[config.mk]
export PLATFORM = sky130hd
export DESIGN_NAME = comp_search_ctrl
export DESIGN_NICKNAME = d
export VERILOG_FILES = /design/src/rtl/comp_search_ctrl.sv
export SDC_FILE = /design/constraint.sdc
export NUM_CORES = 1
export LEC_CHECK = 0
export ABC_AREA = 1
export ABC_CLOCK_PERIOD_IN_PS = 1900
export CORE_MARGIN = 4
export CORE_UTILIZATION = 49
export CTS_BUF_LIST = sky130_fd_sc_hd__clkbuf_16
export DETAILED_ROUTE_END_ITERATION = 8
export HOLD_SLACK_MARGIN = 0.06
export PLACE_DENSITY = 0.75
export SYNTH_ARGS = -nofsm -noshare
export SYNTH_HDL_FRONTEND = slang
export SYNTH_SLANG_ARGS = --single-unit
[constraint.sdc]
create_clock -name clk -period 1.9 [get_ports clk]
set_input_delay 0.19 -clock clk [delete_from_list [all_inputs] [get_ports clk]]
set_output_delay 0.19 -clock clk [all_outputs]
set_load 0.02 [all_outputs]
[src/rtl/comp_search_ctrl.sv]
// Binary-search driver for an external magnitude comparator: steps operand B
// until the comparator reports A==B, then reports A's value and the compare count.
//
// state | meaning
// IDLE  | waiting for start
// DRIVE | B held on the comparator; flags sampled and decided on the last wait cycle
// FIN   | one-cycle done (and error) pulse
module comp_search_ctrl #(
  parameter int WIDTH   = 3,
  parameter int CMP_LAT = 1
) (
  input  logic                          clk,
  input  logic                          rst,
  input  logic                          start,
  input  logic                          A_greater_B,
  input  logic                          A_equal_B,
  input  logic                          A_less_B,
  output logic [WIDTH-1:0]              B,
  output logic                          busy,
  output logic                          done,
  output logic                          error,
  output logic [WIDTH-1:0]              result,
  output logic [$clog2(WIDTH+2)-1:0]    steps
);

  localparam int SW = $clog2(WIDTH+2);
  localparam int CW = (CMP_LAT > 1) ? $clog2(CMP_LAT) : 1;
  localparam logic [CW-1:0]  CNT_LAST = CW'(CMP_LAT - 1);
  localparam logic [WIDTH:0] ONE_W    = {{WIDTH{1'b0}}, 1'b1};
  localparam logic [WIDTH:0] HI_INIT  = {1'b0, {WIDTH{1'b1}}};
  localparam logic [SW-1:0]  ONE_S    = {{(SW-1){1'b0}}, 1'b1};

  typedef enum logic [1:0] {IDLE, DRIVE, FIN} state_t;

  state_t            state, state_nxt;
  logic [WIDTH:0]    lo, lo_nxt, hi, hi_nxt;
  logic [CW-1:0]     cnt, cnt_nxt;
  logic [WIDTH-1:0]  b_nxt, result_nxt;
  logic [SW-1:0]     steps_nxt;
  logic              busy_nxt, done_nxt, error_nxt, fail;

  // lo/hi carry one extra bit so midpoint sums never wrap
  logic [WIDTH:0] b_ext, sum_gt, sum_lt;
  assign b_ext  = {1'b0, B};
  assign sum_gt = b_ext + ONE_W + hi;
  assign sum_lt = lo + b_ext - ONE_W;

  always_comb begin
    state_nxt  = state;
    lo_nxt     = lo;
    hi_nxt     = hi;
    cnt_nxt    = cnt;
    b_nxt      = B;
    result_nxt = result;
    steps_nxt  = steps;
    busy_nxt   = busy;
    done_nxt   = 1'b0;
    error_nxt  = 1'b0;
    fail       = 1'b0;
    case (state)
      IDLE: begin
        if (start) begin
          lo_nxt     = '0;
          hi_nxt     = HI_INIT;
          steps_nxt  = '0;
          result_nxt = '0;
          b_nxt      = WIDTH'(HI_INIT >> 1);
          busy_nxt   = 1'b1;
          cnt_nxt    = '0;
          state_nxt  = DRIVE;
        end
      end
      DRIVE: begin
        if (cnt == CNT_LAST) begin
          cnt_nxt   = '0;
          steps_nxt = steps + ONE_S;
          case ({A_greater_B, A_equal_B, A_less_B})
            3'b010: begin
              result_nxt = B;
              busy_nxt   = 1'b0;
              done_nxt   = 1'b1;
              state_nxt  = FIN;
            end
            3'b100: begin
              if (b_ext == hi) fail = 1'b1;
              else begin
                lo_nxt = b_ext + ONE_W;
                b_nxt  = WIDTH'(sum_gt >> 1);
              end
            end
            3'b001: begin
              if (b_ext == lo) fail = 1'b1;
              else begin
                hi_nxt = b_ext - ONE_W;
                b_nxt  = WIDTH'(sum_lt >> 1);
              end
            end
            default: fail = 1'b1;
          endcase
          if (fail) begin
            result_nxt = '0;
            busy_nxt   = 1'b0;
            done_nxt   = 1'b1;
            error_nxt  = 1'b1;
            state_nxt  = FIN;
          end
        end else begin
          cnt_nxt = cnt + CW'(1);
        end
      end
      FIN: state_nxt = IDLE;
      default: state_nxt = IDLE;
    endcase
  end

  always_ff @(posedge clk) begin
    if (rst) begin
      state  <= IDLE;
      lo     <= '0;
      hi     <= '0;
      cnt    <= '0;
      B      <= '0;
      result <= '0;
      steps  <= '0;
      busy   <= 1'b0;
      done   <= 1'b0;
      error  <= 1'b0;
    end else begin
      state  <= state_nxt;
      lo     <= lo_nxt;
      hi     <= hi_nxt;
      cnt    <= cnt_nxt;
      B      <= b_nxt;
      result <= result_nxt;
      steps  <= steps_nxt;
      busy   <= busy_nxt;
      done   <= done_nxt;
      error  <= error_nxt;
    end
  end

endmodule

* Yosys cells after proc, flatten, opt, wreduce, memory -nomap -nowiden
Cells that the tools add are included.
** Word-level totals
- Memories :: 0
- Bits in latches :: 0
- Input bits :: 6
- Word-level logic and storage cells :: 88
- Register bits after elaboration :: 23
- Bits in read-only memories :: 0
- Memory bits (writable) :: 0
** Cells by class
- $lt $le $gt $ge :: 0
- Multipliers :: 0
- Reductions and logical operators :: 10
- Muxes and demuxes :: 44
- Shifts and indexed selects :: 0
- Equality and inequality tests :: 16
- $add $sub $neg :: 7
- Bitwise operators :: 1
- Divide/modulo/power cells :: 0
** Operators with widths (number)
- 2-to-1 mux 4 bit :: 8
- 2-to-1 mux 3 bit :: 9
- case mux 3 bit (2 select lines) :: 4
- case mux 4 bit (2 select lines) :: 2
- 2-to-1 mux 1 bit :: 13
- AND reduction 5 bit :: 2
- equality test 3 x 4 -> 1 bit :: 2
- 2-to-1 mux 2 bit :: 4
- != test 2 bit, second input constant :: 4
- != test 3 bit, second input constant :: 2
- AND reduction 3 bit :: 2
- AND reduction 6 bit :: 1
- adder 3 x 1 -> 4 bit, second input constant :: 1
- adder 4 x 3 -> 4 bit :: 1
- adder 4 bit :: 1
- != test 2 x 1 -> 1 bit, second input constant :: 2
- case mux 1 bit (2 select lines) :: 2
- case mux 2 bit (2 select lines) :: 1
- AND reduction 4 bit :: 1
- subtractor 3 x 1 -> 4 bit, second input constant :: 1
- subtractor 4 x 1 -> 4 bit, second input constant :: 1
- adder 3 x 1 -> 3 bit, second input constant :: 1
- equality test 3 x 1 -> 1 bit, second input constant :: 1
- equality test 3 x 2 -> 1 bit, second input constant :: 1
- other kinds (11) :: 11

* Longest topological paths before layout
- Depth after elaboration :: 8
- Mapped depth :: 12

* Least setup slack after synthesis
Ideal clock, no wire load.
- Path type :: register to register
- Start :: register B[1]
- End :: register B[2]
- Data required time :: 1.836 ns
- Path buffers :: 0
- Stages on the path, launching flop included :: 13
- Slack :: -0.255 ns
- Period minus slack after synthesis :: 2.155 ns
- Data arrival time :: 2.091 ns
- Library setup time :: 0.064 ns
- Path through :: dfxtp_1 -> inv_2 -> ha_1 -> inv_1 -> ha_1 -> fa_1 -> xnor2_1 -> nand2_1 -> nand3_1 -> nand2_1 -> nor2_1 -> nor2_1 -> nor2_1
** Between the ends
- Longest elaborated chain between the ends :: 6
** Ends and longest elaborated chain
- start, declared :: line 18 : output logic [WIDTH-1:0] B,
- start signal, assigned :: line 133 : B <= b_nxt;
- adder 4 x 3 -> 4 bit or adder 3 x 1 -> 4 bit (tied branches) :: line 46, 45
- subtractor 4 x 1 -> 4 bit or adder 4 bit (tied branches) :: line 46, 45
- 2-to-1 mux 3 bit, on equally long branches :: line 92, 85
- case mux 3 bit (2 select lines) :: line 77 : case ({A_greater_B, A_equal_B, A_less_B})
- 2-to-1 mux 3 bit :: line 74 : if (cnt == CNT_LAST) begin
- case mux 3 bit (2 select lines) :: line 60 : case (state)
Several ways; a longest one is shown, not always the timed one. The select of a mux whose other input is x is not followed.
A chain may end at the register's enable or synchronous reset.

* Worst setup path in the final report
Ends and elaborated chain as after synthesis.

==> results.md <==
* Synthesis-stage register bit count at 22
* Capture endpoint of the worst hold path: busy
* Clk sinks at 22
* Type of the tightest min-delay check: flop to flop
* Synth Area in Simple Gates at about 34%
* Async set-reset flop share out of synthesis at 0%
* Worst hold slack after final layout at about 460 ps
* Area taken by flip-flops and latches at between 400 and 500 µm²
* Reg2Reg Setup Slack at 70 ps
* Peak per-stage delay on the critical path at 370 ps
* Number of synthesized flops with an enable pin at 0
* Maximum fanout count along the critical path at 3
* Clock insertion delay at the later pin of the skew report at 250 ps
* Origin of the critical flop-to-flop path: B[1]
* Initial core utilization at between 50 and 60%
* Share of layout cells above drive strength 1 at 25.2%
* Number of standard cells after synthesis at 196
* Largest net degree at the start of global routing at 15
* Worst ir drop on vdd at a little over 0.6 mV
* Total wirelength of the detailed-routed design at about 3600 µm
* Area of the die at between 0.003 and 0.004 mm²
* Beginning of the worst hold path: busy
* Clock H-tree levels at 1
* Critical Path Source Type: flop
* Slowest stage cell, crit path: dfxtp_4
* Avg Inst Size Synth at roughly 7.3 µm²
* Worst clock skew at 1.89 ps
* Critical path required time at 2050 ps
* Routability congestion estimate from global placement at 0.943
* Multiplexer fraction of the synthesized cell area at 0%
* Antenna viol nets, final at 0
* Endpoints failing hold at 0
* Data arrival time of the worst path at between 1500 and 2000 ps
* Yosys warning total at 0
* Number of nets produced by synthesis at roughly 210
* Tmin final at ~1800 ps
* Rows at 19
* Number of buffers on the longest clock path at 2
* Library cell with the largest summed area after synthesis: dfxtp_1
* Total area of multi-input combinational cells at 926 µm²
* Number of standard cells in the final layout excluding fillers at 257
* CP Class: flop to flop
* Critical register-to-register path endpoint: B[2]
* Leading cell types by total area after synthesis: dfxtp_1, nand2_1, ha_1, nor2_1, inv_1
* Most frequent cell on the critical path: nor2_1
* Post-synthesis sequential area ratio at just over 30%
* Timing-limited maximum frequency at roughly 550 MHz
* Instance count along the most critical hold path at 2
* Main combinational cell family by area after synthesis: simple AND/OR/NAND/NOR gates
* Number of max-slew violations in the final report at 0
* Inserted Diodes at 0
* Cell Pwr Density at around 980 mW/mm²
* Detailed Route Iter0 Violations at 40
* Area share of the leading cell type in the synthesized netlist at 30.9%
* Vias in the first global route at about 1400
* Setup repair after global routing missed its margin: yes
* Mean routed wirelength per cell at 14.0 µm
* Area of the core region at ~0.0028 mm²
* Slew at the pin closest to its max-slew limit at 396 ps
* Crit path cell chain: inv_4 > ha_4 > inv_2 > ha_4 > fa_2 > xor2_1 > nand2_1 > nand3_1 > nand2_1 > nor2_1 > nor2_1 > nor2_1
* Portion of the clock cycle consumed by the worst path in the final layout at a little over nine tenths
* Total iterations of the first detailed-routing run at 4
* Clk root buf: clkbuf_16
* Mean number of vias per cell at 5.40
* Via count at about 1400
* Complex-gate fraction of the synthesized area at about 11%
* Count leader, synth: nand2_1
* Global-route wire length before repair at 5900 µm
* Dominant register cell in the synthesized netlist: dfxtp_1
* Die Width at between 60 and 70 µm
* Adder-Cell Fraction of Synth Area at around 12%
* Netlist Area Pre-Place at 0.00143 mm²
* TritonCTS buffer count at 3
* Die height at approximately 62 µm
* I/O pin count at 18
* # Max-Cap Violations at 0
* Post-detail-place hpwl at roughly 2600 µm
* Relative max-transition margin at about three quarters
* Final count of negative-setup-slack endpoints at 0
* XOR/XNOR Fraction of Synth Area at 3.07%
* DRC violation count after routing at 0
* Total Nets Final at roughly 250
* CTS tree: yes
* Global route overflow at 0
* Yosys cell types at 28
* Placed Cells at 250
* Leakage power at 0.000844 µW
* Layout-stage area growth over the synthesis result at 33.4%
* Number of antenna violations at the first check in global routing at 0
* Path depth of the worst reg2reg path at 12
* Input/output buffers at 17
* Fillcell total at between 200 and 250
* Most frequent cells after synthesis: nand2_1, nor2_1, dfxtp_1, inv_1
* Category of the worst setup path capture point: flop
* CTS clock-pin slew for the worst setup and hold paths at ~60 ps
* GRT Overall Usage at between 20% and 30%
* Run status: finished, final reports clean
==> worst max-delay path, delay by kind of cell, from the launching register on <==
kind	cells	cell delay [ps]
XOR/XNOR	1	150
adder cells (fa/ha/maj)	3	750
AND/OR/NAND/NOR	6	390
flip-flops	1	370
buffers and inverters	2	80
==> cell usage in the layout (no fill, tap or decap), types with 2 or more instances in the layout <==
cell type        instances
a21oi_1                 11
a31oi_1                  2
buf_4                   12
clkbuf_16                3
clkdlybuf4s50_1         17
dfxtp_1                 19
dfxtp_4                  3
ha_1                     5
ha_4                     4
inv_1                   18
inv_2                   11
inv_4                    2
nand2_1                 37
nand2_2                  3
nand2_4                  3
nand3_1                 12
nand3_4                  2
nand4_1                  3
nor2_1                  28
nor2_4                   3
o21ai_0                  4
o21ai_1                  6
o21ai_2                  2
xnor2_1                  3
==> where the power goes <==
part           switching (µW)  internal, µW
Sequential               44.7           512
Combinational             403           313
Clock                     172           418
==> sequential cells by signal (all words and copies together), names as in the netlist <==
register and flops:
error 1, steps 3, busy 1, B 3
state 2, hi 4, lo 4, done 1
result 3
==> final cells by class <==
| type | count | share of cell area, % |
|---|---|---|
| clock buffer | 3 | 3.94 |
| multi-input combinational | 140 | 48.7 |
| timing repair buffer | 29 | 13.7 |
| sequential | 22 | 23.7 |
| clock inverter | 1 | 1.58 |
| tap | 31 | 2.04 |
| inverter | 31 | 6.38 |
==> worst max-delay path by stage <==
stage          start   end  slack [ps]
2_1_floorplan   B[2]  B[2]           6
3_3_place_gp    B[0]  B[2]          20
3_5_place_dp    B[1]  B[2]          10
4_1_cts         B[1]  B[2]          10
5_1_grt         B[1]  B[2]         -80
6_report        B[1]  B[2]          70
==> metal layers <==
layer | GRT usage (%) | vias up | part of all wire [%]
met5 | 0 | - | 0
met4 | 6.97 | 0 | 2.4
met3 | 2.89 | 14 | 5.0
met2 | 37.3 | 52 | 50
met1 | 25.5 | 635 | 43
li1 | - | 687 | -
==> per-stage QoR <==
step | total power [µW] | TNS [ps] | setup slack, ps | instance area, µm² | util (%)
after global routing | 1980 | -80.3 | -80.3 | 1900 | 69.0
after detailed placement | 1200 | 0 | 10.0 | 1710 | 62.2
final | 1860 | 0 | 69.8 | 1900 | 69.0
after CTS | 1810 | 0 | 11.2 | 1830 | 66.2
after global placement | 1190 | 0 | 15.4 | 1710 | 62.2
after floorplan | 1010 | 0 | 6.33 | 1460 | -
==> what timing repair did <==
item	in CTS	in global routing
hold buffers	0	0
resized for setup	1	12
buffers inserted	0	3
endpoints found under the setup margin	1	9
pin swaps	1	12
==> cells by family (layout without fill, tap and decap cells) <==
family	Yosys count	in the layout
AOI/OAI and AO/OA	28	28
DFF	22	22
adders and majority gates	12	12
buffers and inverters	34	64
xor gates and xnor gates	5	5
and+or+nand+nor	95	95
(Power assumes the default switching activity.)
==> variant 1, RTL diff (config.mk and constraints unchanged) <==
Encoding of `state_t`: now one-hot (3 bits for 3 states).
--- a/src/rtl/comp_search_ctrl.sv
+++ b/src/rtl/comp_search_ctrl.sv
@@ -31,5 +31,5 @@
   localparam logic [SW-1:0]  ONE_S    = {{(SW-1){1'b0}}, 1'b1};
 
-  typedef enum logic [1:0] {IDLE, DRIVE, FIN} state_t;
+  typedef enum logic [2:0] {IDLE = 3'b001, DRIVE = 3'b010, FIN = 3'b100} state_t;
 
   state_t            state, state_nxt;
Function: same outputs for any inputs over 10 cycles, from zero or initial values and one cycle with rst high; not proved beyond that.
==> variant 1 against the original RTL <==
  * The flow now finishes with violations (negative setup slack)
  * Die area rose by 0.29%
  * Worst setup slack got worse by 120 ps
  * Power fell by 21%
  * Synthesized cell count did not move
  * Wire length fell by 1.2%
  * Largest power group is now registers
  * Worst hold slack improved by 3.0 ps
  * Largest cell class unchanged
  * Final area fell by 3.9%
  * Sequential cell count rose by 1
  * Area after synthesis rose by 0.35%
==> variant 1: results (changes against the original RTL) <==
Power and ir drop
  • Worst vdd ir: 0.000546 V (-11%)
  • Pleak: 0.829 nW (-1.8%)

Routing
  • Routed WL per cell: 14.0 um (about the same)
  • Vias: 1,320 (-4.9%)
  • First-pass iteration count of the detailed router: 5 (+1)
  • DR iter-0 viols: 93 (+130%)

Place
  • Detailed Place HPWL: 2.71 mm (+3.9%)
  • Cell Area, Placed: 1730 um2 (+0.80%)
  • Dpl cells: 249 (-0.40%)
  • RD Place Congestion: 0.861 (-8.6%)

Synthesis
  • Top post-synthesis cells by area: dfxtp_1, nand2_1, ha_1, inv_1, nor2_1
  • Post-synth top cells: nand2_1, inv_1, dfxtp_1, nor2_1, a21oi_1
  • Yosys cell types: 32 (+14%)

Worst setup path
  • CP max-delay cell: ha_1

STA
  • Final setup vio count: 1 (+1)
  • Worst Skew: 2.48 ps (+0.590 ps)
  • Worst-Margin Slew: 401 ps (+4.78 ps)
  • Total negative setup slack: -53.5 ps (-53.5 ps)
  • Final critical-path setup slack: -53.5 ps (-123 ps)

Global routing
  • Tot GR Track Use: 20.4% (-0.47 points)
  • First-pass GRT wire length: 5.77 mm (-2.2%)

Cells and area
  • Filler Cell Count: 248 (+16%)
  • Layout cell share with drive strength beyond 1: 23.8% (-1.5 points)

Outcome
  • Failing checks: negative setup slack
  • Status: finished with violations
==> variant 1: cell count changes in the layout (fill, tap and decap cells not counted), moves of 3 or more <==
| cell | before | now |
|---|---|---|
| ha_1 | 5 | 8 |
| nor2_1 | 28 | 23 |
| inv_2 | 11 | 6 |
| nand2_2 | 3 | 8 |
| nor3_1 | 0 | 5 |
| inv_1 | 18 | 26 |
| o21ai_0 | 4 | 9 |
| nand3_1 | 12 | 5 |
| nor2_2 | 0 | 3 |
| o21ai_1 | 6 | 2 |
==> variant 1: layout make-up <==
cell class,count,share of cell area (%)
clock buffers,3,4.10
clock inverters,1,0.274
inverters,33,6.91
multi-input cells,135,47.1
flip-flops and latches,23,25.7
well taps,31,2.12
repair buffers,28,13.8
==> variant 1: cells by family (layout without fill, tap and decap cells) <==
group,after synthesis,in the layout,share of synthesized area [%]
simple gates,94,94,33.7
flops,23,23,32.2
fa+ha+maj,12,12,11.5
compound gates,25,25,9.18
xor+xnor,4,4,2.45
buf+inv,38,65,10.9
==> variant 1: worst max-delay path, delay by kind of cell (launching register included) <==
family / cells / cell delay [ps]
buf+inv: 2 / 180
compound gates: 1 / 160
xor+xnor: 2 / 330
simple gates: 5 / 270
fa+ha+maj: 2 / 540
flops: 1 / 350
==> variant 1: report_power, final <==
| group | switching [mW] | leakage [nW] | total (mW) | internal [mW] |
|---|---|---|---|---|
| clock network | 0.177 | 0.0409 | 0.460 | 0.283 |
| logic | 0.267 | 0.598 | 0.467 | 0.200 |
| registers | 0.0250 | 0.191 | 0.541 | 0.516 |
==> variant 1: per-stage QoR <==
stage	setup slack, ps	hold slack (ps)
6_report	-53.5	458
5_1_grt	-143	484
4_1_cts	6.95	466
3_5_place_dp	-51.5	456
3_3_place_gp	15.7	449
2_1_floorplan	-34.9	407
==> variant 1: how the worst max path moves through the flow <==
stage           from  endpoint  slack [ps]  cells after the start
5_1_grt         B[1]      B[2]        -140                     12
3_3_place_gp    B[1]      B[2]          20                     14
2_1_floorplan   B[1]      B[2]         -30                     14
6_report        B[1]      B[2]         -50                     12
3_5_place_dp   lo[1]      B[2]         -50                     14
4_1_cts         B[1]      B[2]           7                     14
==> variant 1: per-layer routing <==
metal | wire (um) | track usage (%)
met4 | 26 | 4.85
met3 | 172 | 2.89
met5 | 0 | 0
met1 | 1470 | 25.5
met2 | 1880 | 36.7
==> variant 1: repair_timing <==
item                                    4_1_cts  5_1_grt
setup buffers                                 1        0
endpoints found under the setup margin        1        9
cloned                                        0        0
pin swaps                                     2        2
hold endpoints to repair                      0        0
resized for setup                             2        3
==> variant 2, RTL diff (config.mk and constraints unchanged) <==
Made on the original files. Change the parameter `CMP_LAT` from 1 to 2.
--- a/src/rtl/comp_search_ctrl.sv
+++ b/src/rtl/comp_search_ctrl.sv
@@ -8,5 +8,5 @@
 module comp_search_ctrl #(
   parameter int WIDTH   = 3,
-  parameter int CMP_LAT = 1
+  parameter int CMP_LAT = 2
 ) (
   input  logic                          clk,
Check against the original RTL: not equivalent (a bounded check fails within 4 cycles, from zero or initial values and one cycle with rst high).
==> variant 2 against the original RTL <==
  * Sequential cell count increased by 1
  * Count of clock-buffer cells in the layout unchanged
  * Sequential power increased by 2%
  * Final area increased by 0.66%
  * Area after synthesis increased by 5.3%
  * Clock skew about the same
  * Worst setup slack got worse by 7.7 ps
  * Wire length decreased by 9.0%
  * Power decreased by 13%
  * Via count decreased by 4.5%
  * Maximum frequency decreased by 0.42%
  * Utilization decreased by 1.9 points
  * Final cell count increased by 1.2%
==> variant 2: results (changes against the original RTL) <==
STA
  • Worst Skew: 1.56 ps (-0.331 ps)
  • Total negative setup slack: 0 ps (unchanged)
  • Worst-Margin Slew: 451 ps (+54.1 ps)
  • Hold_ws: 465 ps (+9.90 ps)

Worst setup path
  • CP max-delay cell: fa_2
  • Arrival time at the worst endpoint: 1980 ps (about the same)
  • Flop2flop setup slack: between 60 and 70 ps
  • Critical path's largest stage delay: 430 ps (+60 ps)
  • Largest delay share family, worst path: adder cells
  • Crit path max fanout: 6 (+3)

Place
  • RD Place Congestion: 0.831 (-12%)
  • Cell Area, Placed: 1750 um2 (+1.9%)
  • IO Port Bufs: 17 (unchanged)
  • Detailed Place HPWL: 2.39 mm (-8.2%)

Clock network
  • Clock-pin transition on the worst setup and hold timing paths: 60 ps (about the same)
  • Max clock buf depth: 2 (unchanged)
  • Clk root buf: clkbuf_16
  • Skew-Pair Late Insertion Delay: between 200 and 300 ps
  • H-tree Lvls: 1 (unchanged)
  • Total CTS buffers: 3 (unchanged)

Synthesis
  • Synth async-reset ratio: 0% (unchanged)
  • Synthesized Nets: 221 (+3.3%)
  • Yosys Warn Count: 0 (unchanged)
  • Seq/Total Area, Yosys: 30.7% (-0.21 points)
  • Top post-synthesis cells by area: dfxtp_1, nand2_1, ha_1, inv_1, a21oi_1
  • Post-synth top cells: nand2_1, inv_1, dfxtp_1
  • Yosys cell types: 35 (+25%)

Global routing
  • Tot GR Track Use: 16.8% (-4.1 points)
  • Initial antenna violation count: 0 (unchanged)
  • Largest net degree at the start of global routing: 16 (+1)
  • First-pass GRT wire length: 5.46 mm (-7.4%)
  • Number of global-route vias before repair: 1,225 (-9.6%)

Power and ir drop
  • Worst vdd ir: 0.000480 V (-22%)
  • Switching power: 0.560 mW (-9.7%)
  • Pleak: 0.876 nW (+3.8%)

Worst hold path
  • HP Class: reg -> reg

Routing
  • Routed WL per cell: 12.6 um (-10%)
  • Vias per Instance: 5.10 (-5.6%)
  • DR iter-0 viols: 56 (+40%)
  • First-pass iteration count of the detailed router: 4 (unchanged)

Outcome
  • Status: complete, no violations

Cells and area
  • Biggest regs: hi (4), lo (4)
  • Layout cell share with drive strength beyond 1: 21.0% (-4.3 points)
  • Antenna cell count: 0 (unchanged)
  • Final nets: 248 (+1.2%)
[variant 2: cell type report]
cell class / count / area (um2)
clock buffer: 3 / 75.1
clock inverter: 1 / 5.00
fill: 234 / 937
inverter: 35 / 135
multi-input combinational: 141 / 952
sequential: 23 / 472
tap: 31 / 38.8
timing repair buffer: 26 / 238
[variant 2: layer usage]
metal	wire length (um)	part of all wire, %	up-vias	GRT usage, %
met1	1590	49	600	21.2
met5	0	0	-	0
met4	53	1.6	0	5.66
li1	-	-	702	-
met2	1540	47	19	29.5
met3	80	2.4	5	1.60
[variant 2: power groups by stage]
stage	clock (mW)	combinational (mW)	sequential [mW]
floorplan	0	0.370	0.591
global placement	0	0.525	0.574
detailed placement	0	0.531	0.576
CTS	0.471	0.540	0.565
global route	0.494	0.668	0.577
finish	0.461	0.595	0.570
[variant 2: logic make-up after synthesis]
logic type               count (synthesis)  share of synthesized area (%)
AND/OR/NAND/NOR                         94                           32.6
buffers and inverters                   39                           10.7
AO/OA/AOI/OAI                           29                           11.4
flip-flops                              23                           30.7
adder cells (fa/ha/maj)                 12                           11.0
XOR/XNOR                                 5                           2.92
multiplexers                             1                          0.667
[variant 2: tightest hold or removal path, delay by kind of cell, from the launching register on]
family          cells  cell delay (ps)
compound gates      1               50
flops               1              310
simple gates        1               60
[variant 2: through the flow]
step / setup WS (ps) / power (mW) / cells
after global routing: -34.4 / 1.74 / 260
after global placement: 66.4 / 1.10 / 255
final: 62.1 / 1.63 / 260
after floorplan: 29.1 / 0.962 / 203
after CTS: 29.6 / 1.58 / 259
after detailed placement: 49.8 / 1.11 / 255
[variant 2: worst paths after layout]
kind,to,depth (start not counted),from
setup reg to reg,B[1],7,B[0]
setup / recovery,B[1],7,B[0]
hold reg to reg,busy,2,busy
hold / removal,busy,2,busy
[variant 2: timing repair]
item                                    4_1_cts  5_1_grt
gates resized for setup                       0       13
buffers inserted                              0        1
endpoints found under the setup margin        0        8
